`config.mk`:
```
export PLATFORM = sky130hd
export DESIGN_NAME = pipe_shifter
export DESIGN_NICKNAME = d
export VERILOG_FILES = /design/src/rtl/shift_pkg.sv /design/src/rtl/shift_group.sv /design/src/rtl/pipe_shifter.sv
export SDC_FILE = /design/constraint.sdc
export NUM_CORES = 1
export LEC_CHECK = 0
export ABC_CLOCK_PERIOD_IN_PS = 3300
export CORE_MARGIN = 2
export CORE_UTILIZATION = 41
export DETAILED_ROUTE_END_ITERATION = 12
export GPL_TIMING_DRIVEN = 0
export SLEW_MARGIN = 20
export SYNTH_ARGS = -nofsm -noshare
export SYNTH_HDL_FRONTEND = slang
export SYNTH_SLANG_ARGS = --single-unit
```
`constraint.sdc`:
```
create_clock -name clk -period 3.3 [get_ports clk]
set_input_delay 0.66 -clock clk [delete_from_list [all_inputs] [get_ports clk]]
set_output_delay 0.66 -clock clk [all_outputs]
set_load 0.02 [all_outputs]
```
`src/rtl/shift_pkg.sv`:
```
// Shared types and sizing helpers for the pipelined barrel shifter.
package shift_pkg;

    typedef enum logic [1:0] {
        SLL = 2'b00,
        SRL = 2'b01,
        SRA = 2'b10,
        ROR = 2'b11
    } shift_op_e;

    function automatic int LOG2W(input int width);
        return $clog2(width);
    endfunction

    function automatic int NGROUP(input int width, input int reg_every);
        return (LOG2W(width) + reg_every - 1) / reg_every;
    endfunction

    // Control fields that ride along with every slot; data/shamt/tag widths
    // depend on the instance and are wrapped around this in the top.
    typedef struct packed {
        shift_op_e op;
        logic      fill;
    } shift_ctl_t;

endpackage

```
`src/rtl/shift_group.sv`:
```
// Combinational group of consecutive log stages; stage i shifts by 2^i when
// its shamt bit is set. Only the group's own shamt bits are passed in.
module shift_group
    import shift_pkg::*;
#(
    parameter int WIDTH = 64,
    parameter int FIRST = 0,
    parameter int COUNT = 1
) (
    input  logic [WIDTH-1:0] data,
    input  logic [COUNT-1:0] shamt,
    input  logic [1:0]       op,
    input  logic             fill,
    output logic [WIDTH-1:0] result
);

    function automatic logic [WIDTH-1:0] shift_by(input logic [WIDTH-1:0] d,
                                                  input int amt,
                                                  input logic [1:0] mode,
                                                  input logic fill_bit);
        logic [WIDTH-1:0] fill_mask;
        fill_mask = fill_bit ? ~({WIDTH{1'b1}} >> amt) : '0;
        case (shift_op_e'(mode))
            SLL:     return d << amt;
            SRL:     return d >> amt;
            SRA:     return (d >> amt) | fill_mask;
            default: return (d >> amt) | (d << (WIDTH - amt));
        endcase
    endfunction

    always_comb begin
        result = data;
        for (int s = 0; s < COUNT; s++) begin
            if (shamt[s]) begin
                result = shift_by(result, 1 << (FIRST + s), op, fill);
            end
        end
    end

endmodule

```
`src/rtl/pipe_shifter.sv`:
```
// Pipelined barrel shifter: log stages grouped REG_EVERY at a time, each group
// followed by a slot register with per-slot valid/ready and bubble collapse.
module pipe_shifter
    import shift_pkg::*;
#(
    parameter int WIDTH     = 64,
    parameter int REG_EVERY = 2,
    parameter int TAG_W     = 4
) (
    input  logic                     clk,
    input  logic                     rst,
    input  logic                     in_valid,
    output logic                     in_ready,
    input  logic [WIDTH-1:0]         in_data,
    input  logic [$clog2(WIDTH)-1:0] in_shamt,
    input  logic [1:0]               in_op,
    input  logic [TAG_W-1:0]         in_tag,
    output logic                     out_valid,
    input  logic                     out_ready,
    output logic [WIDTH-1:0]         out_data,
    output logic [TAG_W-1:0]         out_tag
);

    localparam int N  = LOG2W(WIDTH);
    localparam int NG = NGROUP(WIDTH, REG_EVERY);

    if (WIDTH < 2 || (WIDTH & (WIDTH - 1)) != 0) begin : g_bad_width
        $error("pipe_shifter: WIDTH must be a power of two >= 2");
    end
    if (REG_EVERY < 1 || REG_EVERY > N) begin : g_bad_reg_every
        $error("pipe_shifter: REG_EVERY must be in 1..log2(WIDTH)");
    end

    typedef struct packed {
        logic [WIDTH-1:0] data;
        logic [N-1:0]     shamt;
        shift_ctl_t       ctl;
        logic [TAG_W-1:0] tag;
    } slot_t;

    slot_t            entry;
    slot_t            slot_p  [NG];
    slot_t            grp_in  [NG];
    slot_t            slot_d  [NG];
    logic [WIDTH-1:0] grp_out [NG];
    logic [NG-1:0]    vld_p;
    logic [NG-1:0]    vld_in;
    logic [NG-1:0]    adv;

    // The SRA fill bit is frozen from the operand MSB here and never recomputed.
    always_comb begin
        entry           = '0;
        entry.data      = in_data;
        entry.shamt     = in_shamt;
        entry.ctl.op    = shift_op_e'(in_op);
        entry.ctl.fill  = in_data[WIDTH-1];
        entry.tag       = in_tag;
    end

    always_comb begin
        for (int k = 0; k < NG; k++) begin
            grp_in[k] = (k == 0) ? entry    : slot_p[(k == 0) ? 0 : k - 1];
            vld_in[k] = (k == 0) ? in_valid : vld_p[(k == 0) ? 0 : k - 1];
        end
    end

    // Ready chain: a slot moves when it is empty or its successor moves.
    always_comb begin
        adv         = '0;
        adv[NG-1]   = !vld_p[NG-1] || out_ready;
        for (int k = NG - 2; k >= 0; k--) begin
            adv[k] = !vld_p[k] || adv[k+1];
        end
    end

    for (genvar g = 0; g < NG; g++) begin : g_group
        localparam int FIRST = g * REG_EVERY;
        localparam int COUNT = (N - FIRST < REG_EVERY) ? (N - FIRST) : REG_EVERY;

        shift_group #(
            .WIDTH (WIDTH),
            .FIRST (FIRST),
            .COUNT (COUNT)
        ) u_group (
            .data   (grp_in[g].data),
            .shamt  (grp_in[g].shamt[FIRST +: COUNT]),
            .op     (grp_in[g].ctl.op),
            .fill   (grp_in[g].ctl.fill),
            .result (grp_out[g])
        );
    end

    always_comb begin
        for (int k = 0; k < NG; k++) begin
            slot_d[k]      = grp_in[k];
            slot_d[k].data = grp_out[k];
        end
    end

    // Slot registers: valid bits reset, payload only loads on a real transfer.
    always_ff @(posedge clk or posedge rst) begin
        if (rst) begin
            vld_p <= '0;
        end else begin
            for (int k = 0; k < NG; k++) begin
                if (adv[k]) vld_p[k] <= vld_in[k];
            end
        end
    end

    always_ff @(posedge clk) begin
        for (int k = 0; k < NG; k++) begin
            if (adv[k] && vld_in[k]) slot_p[k] <= slot_d[k];
        end
    end

    assign in_ready  = adv[0];
    assign out_valid = vld_p[NG-1];
    assign out_data  = vld_p[NG-1] ? slot_p[NG-1].data : '0;
    assign out_tag   = vld_p[NG-1] ? slot_p[NG-1].tag  : '0;

endmodule
```
# Word level (Yosys, flattened, before mapping)
# Memory sizes are Yosys's and may differ from the RTL's.
# Cells that the tools add are included.
dict set report totals {
  regBits 3
  ram_bits 231
  in_bits 80
  output_inout_bits 70
  word_cells 60
  n_memories 1
}
dict set report op_classes {
  eq_ne 6
  n_mux 26
  bitwise 12
  n_reduce_logical 12
}
# memory words width rd rd_clocked_by_memory_dff wr line_no
set memory_table {}
lappend memory_table {slot_p 3 77 3 0 3 pipe_shifter.sv:42} ;# slot_t slot_p [NG];
# op count
set op_table {}
lappend op_table {{$pmux 64 s3} 6}
lappend op_table {{$mux 64} 13}
lappend op_table {{$or 32x64->64} 2}
lappend op_table {{$or 48x64->64} 2}
lappend op_table {{$or 56x64->64} 2}
lappend op_table {{$or 60x64->64} 2}
lappend op_table {{$or 62x64->64} 2}
lappend op_table {{$or 63x64->64} 2}
lappend op_table {{$eq 2x1->1 const B} 3}
lappend op_table {{$eq 2x2->1 const B} 3}
lappend op_table {{$logic_not 2->1} 3}
lappend op_table {{$mux 1} 6}
lappend op_table {{$mux 4} 1}
lappend op_table {{$logic_and 1x1->1} 3}
lappend op_table {{$logic_not 1->1} 3}
lappend op_table {{$logic_or 1x1->1} 3}

# Logic depth before layout (Yosys ltp)
# An unclocked memory read counts as a cell.
dict set report logic_depth {
  ltp_word 8
  ltp_mapped 8
  ltp_nobuf 4
}

# Modules after synthesis
# A second synthesis with hierarchy kept.
dict set report hier_totals {
  hier_cells 1856
  area_unflattened_um2 17688.2
}
# mod n_inst cells_each area_each_um2 seq_area_each_um2
set modules_own_cells {}
lappend modules_own_cells {pipe_shifter 1 304 7109.3 6561.3}
lappend modules_own_cells {{shift_group at g_group[0].u_group} 1 604 3848.7 0.0}
lappend modules_own_cells {{shift_group at g_group[1].u_group} 1 483 3624.7 0.0}
lappend modules_own_cells {{shift_group at g_group[2].u_group} 1 465 3105.5 0.0}

# Worst setup path before layout
# Ideal clock, no wire load.
dict set report synth_timing {
  path_type {input-to-reg}
  start {input port out_ready}
  end {memory slot_p[0][0] (netlist name), enable pin}
  setup_ns 0.441
  arrival_ns 2.731
  t_required_ns 2.859
  slack_ns 0.128
  stages 3
  path_buffers 0
  cell_sequence {nor2b_1 -> nand3_1 -> and2_1}
}
# item line_no
set synth_lines {}
lappend synth_lines {{from (decl)} pipe_shifter.sv:19} ;# input logic out_ready,
lappend synth_lines {{to (decl)} pipe_shifter.sv:42}

# Worst setup path in the final report
dict set report layout_timing {
  start {register vld_p[2]}
  end {output port out_data[55]}
}
dict set report layout_between {
  elab_chain_len 1
}
# item line_no
set layout_lines {}
lappend layout_lines {{from (decl)} pipe_shifter.sv:46} ;# logic [NG-1:0] vld_p;
lappend layout_lines {{from (signal, indexed assignment)} pipe_shifter.sv:106} ;# if (adv[k]) vld_p[k] <= vld_in[k];
lappend layout_lines {{$mux 64} pipe_shifter.sv:119} ;# assign out_data = vld_p[NG-1] ? slot_p[NG-1].data : '0;
lappend layout_lines {{to (decl)} pipe_shifter.sv:20} ;# output logic [WIDTH-1:0] out_data,
# No other way between the ends.

==> out/results.md <==
| Parameter | Reported | Unit |
|---|---|---|
| Top-Level Pins | 150 | - |
| Final global-route overflow total | 0 | - |
| Register share of total power | 42.4 | % |
| Placement-stage worst setup slack | 0.292 | ns |
| Final hold slack | 0.288 | ns |
| Highest Clock Rate | 324 | MHz |
| Synth Net Count | 1,759 | - |
| Netlist area before placement | 0.0159 | mm2 |
| R2R Setup Slk | 0.84 | ns |
| Total DRC errors in the routed layout | 0 | - |
| Power per unit of standard cell area | 496 | mW/mm2 |
| Final-report max-slew violation count | 0 | - |
| Number of H-tree levels | 1 | - |
| Share of the yosys chip area belonging to registers | 41.2 | % |
| Violation count after the first detailed-route iteration | 1,333 | - |
| Unrepaired setup endpoints after global routing | false | - |
| Arr. time, crit path | 2.43 | ns |
| Actual slew at the worst max-slew pin | 0.761 | ns |
| Clock insertion delay at the later pin of the skew report | 0.54 | ns |
| Endpoint type of the worst setup path | output port | - |
| Worst endpoint required time | 2.64 | ns |
| Ys flop type | sky130_fd_sc_hd__edfxtp_1 | - |
| Cell type with the largest total area after synthesis | sky130_fd_sc_hd__edfxtp_1 | - |
| Router iterations before antenna repair | 5 | - |
| Sum of internal, switching and leakage power | 9.39 | mW |
| Detailed placer's ending HPWL | 49,300 | um |
| GP Congestion | 1.01 | - |
| Ratio of routed vias to standard cells | 6.26 | - |
| Core region area | 0.0385 | mm2 |
| Number of sinks driven by the clock tree | 219 | - |
| Smallest setup slack after layout | 0.213 | ns |
| Final-stage net count | 1,937 | - |
| Initial cell density of the core | 41.4 | % |
| Maximum fanout count along the critical path | 10 | - |
| Final Cycle Share | 93.5 | % |
| Clk root buf | sky130_fd_sc_hd__clkbuf_16 | - |
| Pin count of the biggest net entering global routing | 62 | - |
| Endpoints failing setup | 0 | - |
| Placement Cell Area | 0.0181 | mm2 |
| Synthesized instance count | 1,679 | - |
| Die width | 201 | um |
| Max Cap Violations | 0 | - |
| Register bit count reported by yosys | 219 | - |
| Post-layout minimum cycle time | 3.09 | ns |
| Power Internal | 6.27 | mW |
| Overall fraction of global-route tracks in use | 30.6 | % |
| CTS tree | yes | - |
| Reg-to-Reg Start | slot_p[0][6] | - |
| Leakage power summed over all cells | 7.43 | nW |
| Final cell utilization of the core | 49.2 | % |
| Share of flip-flops with an asynchronous set or reset after synthesis | 1.37 | % |
| Clock network fraction of total power | 28.8 | % |
| P_sw | 3.13 | mW |
| Switching share of power | 33.3 | % |
| Cell types occupying the most area after synthesis | sky130_fd_sc_hd__edfxtp_1, sky130_fd_sc_hd__mux4_2, sky130_fd_sc_hd__nand2_1 | - |
| Antenna diode instance count | 0 | - |
| Detailed-route via count | 15,000 | - |
| Number of clock buffers inserted by TritonCTS | 25 | - |
| Number of distinct standard cells referenced by the synthesized netlist | 54 | - |
| Worst Setup Start Kind | flop | - |
| VDD IR-drop max | 0.000326 | V |
| Share of Yosys cell area claimed by the top area cell type | 40.7 | % |
| Worst-case clock skew | 0.0142 | ns |
| Number of enable-type register cells in the synthesized netlist | 216 | - |
| CTS Hold Bufs | 0 | - |
| Layout area overhead | 18.9 | % |
| Routed wire length | 62,400 | um |
| Layout cells sized above 1 | 12.8 | % |
| Fraction of power consumed by combinational cells | 28.8 | % |
| Number of global-route vias before repair | 14,900 | - |
| Buffer levels on the longest clock path | 3 | - |
| Setup fix buffers added after clock tree synthesis | 0 | - |
| Critical path type | flop to output port | - |
| Mean instance size in the synthesized netlist | 9.49 | um2 |
| Kind of path behind the tightest hold check | primary input to async pin | - |
| Average wire per standard cell | 26.1 | um |
| Clock-pin slew on the worst setup and hold paths | 0.06 | ns |
| Fin. Hold Viols | 0 | - |
| Count of fill cells added during filler insertion | 3,657 | - |
| Buffers on Ports | 148 | - |
| First-pass GRT wire length | 93,700 | um |
| Antenna violations before repair | 2 | - |
| Chip Height | 201 | um |
| Die area | 0.0404 | mm2 |
| Yosys warning total | 0 | - |
| Result of the run | finished clean | - |
| Worst slew margin relative to its limit | 48.7 | % |
| Number of nets with antenna violations after routing | 0 | - |
| Depth of the most critical reg-to-reg path | 5 | - |
| Capture point of the worst reg-to-reg path | slot_p[0][102] | - |
| Post-route cell area | 0.0189 | mm2 |
| Core Rows | 72 | - |
## power by group through the flow
stage	Combinational [mW]	Clock [mW]	Sequential (mW)
global placement	2.61	0	4.03
global route	2.91	2.87	3.99
detailed placement	2.67	0	4.01
CTS	2.68	2.77	3.95
floorplan	1.73	0	3.75
finish	2.71	2.70	3.98
## stage by stage
| stage | setup TNS [ns] | std cells |
|---|---|---|
| after floorplan | 0 | 1679 |
| after global placement | -187.01 | 2345 |
| after detailed placement | 0 | 2348 |
| after CTS | 0 | 2394 |
| after global routing | 0 | 2394 |
| final | 0 | 2394 |
## how the worst max path moves through the flow
stage / slack (ns) / end / start / depth (start not counted)
2_1_floorplan: 0.13 / slot_p[0][0] / out_ready / 3
5_1_grt: 0.02 / out_tag[2] / vld_p[2] / 4
4_1_cts: 0.11 / out_tag[2] / vld_p[2] / 4
6_report: 0.21 / out_data[55] / vld_p[2] / 4
3_3_place_gp: -1.12 / slot_p[0][12] / out_ready / 4
3_5_place_dp: 0.29 / slot_p[0][14] / in_op[1] / 7
## state kept, by name, indices dropped and copies added (netlist names)
register,count
slot_p,216
vld_p,3
## timing repair
action	4_1_cts	5_1_grt
endpoints found under the setup margin	11	0
endpoints found under the hold margin	0	0
gates resized for setup	2	0
## cells in the final DEF (no fill, tap or decap), drive strengths merged, types with 3 or more instances in the layout
master,Yosys,routed
nand2,429,429
o21ai,104,104
dfrtp,3,3
nor3,9,9
buf,91,94
mux2i,22,22
edfxtp,216,216
clkinv,0,11
nor2,138,138
mux2,4,4
o22a,15,15
a22oi,4,4
clkdlybuf4s50,0,148
o21a,8,8
a31o,10,10
a22o,16,16
o221ai,4,4
a21o,68,68
o22ai,22,22
a311oi,88,88
nor2b,27,27
clkbuf,66,94
and3,12,12
a32oi,4,4
a21oi,24,24
nand2b,8,8
or3b,14,14
nand3,13,13
a31oi,58,58
mux4,84,84
inv,3,7
and2,96,96
nand3b,4,4
## synth_stat cells (13+ instances only)
master,count
sky130_fd_sc_hd__nor2b_1,27
sky130_fd_sc_hd__a22o_1,16
sky130_fd_sc_hd__nand3_1,13
sky130_fd_sc_hd__o22a_1,15
sky130_fd_sc_hd__and2_1,96
sky130_fd_sc_hd__a311oi_1,88
sky130_fd_sc_hd__o21ai_0,97
sky130_fd_sc_hd__a31oi_1,58
sky130_fd_sc_hd__a21o_1,68
sky130_fd_sc_hd__nand2_1,428
sky130_fd_sc_hd__clkbuf_1,66
sky130_fd_sc_hd__o22ai_1,22
sky130_fd_sc_hd__edfxtp_1,216
sky130_fd_sc_hd__mux4_2,84
sky130_fd_sc_hd__nor2_1,134
sky130_fd_sc_hd__buf_2,57
sky130_fd_sc_hd__mux2i_1,22
sky130_fd_sc_hd__a21oi_1,24
## per-layer routing
layer | routed length [um] | GRT usage, % | up-vias | part of all wire (%)
met5 | 0 | 0 | - | 0
met4 | 4270 | 19.2 | 0 | 6.8
met3 | 4370 | 3.64 | 235 | 7.0
met2 | 30500 | 53.4 | 887 | 49
met1 | 23200 | 36.0 | 7248 | 37
li1 | - | - | 6614 | -
## cell families after synthesis
family,count (synthesis),synth area share (%)
and+or+nand+nor,753,21.0
buffers and inverters,160,5.04
AOI/OAI and AO/OA,435,19.0
xor gates and xnor gates,2,0.228
muxes,110,13.5
DFF,219,41.2
## worst max-delay path: stages, from the launching register on
cell and delay, ns:
sky130_fd_sc_hd__dfrtp_2 0.48, sky130_fd_sc_hd__clkbuf_1 0.32, sky130_fd_sc_hd__clkbuf_2 0.30, sky130_fd_sc_hd__and2_1 0.16, sky130_fd_sc_hd__clkdlybuf4s50_1 0.61
## layout make-up
class	instances	area [um2]	area share, %
inverters	3	11.3	0.0595
multi-input cells	1300	8570	45.3
flip-flops and latches	219	6560	34.7
repair buffers	151	1560	8.26
clock inverters	18	153	0.806
plain buffers	157	793	4.19
clock buffers	28	637	3.36
well taps	518	648	3.42
No activity file was read; power rests on OpenSTA's default activity.
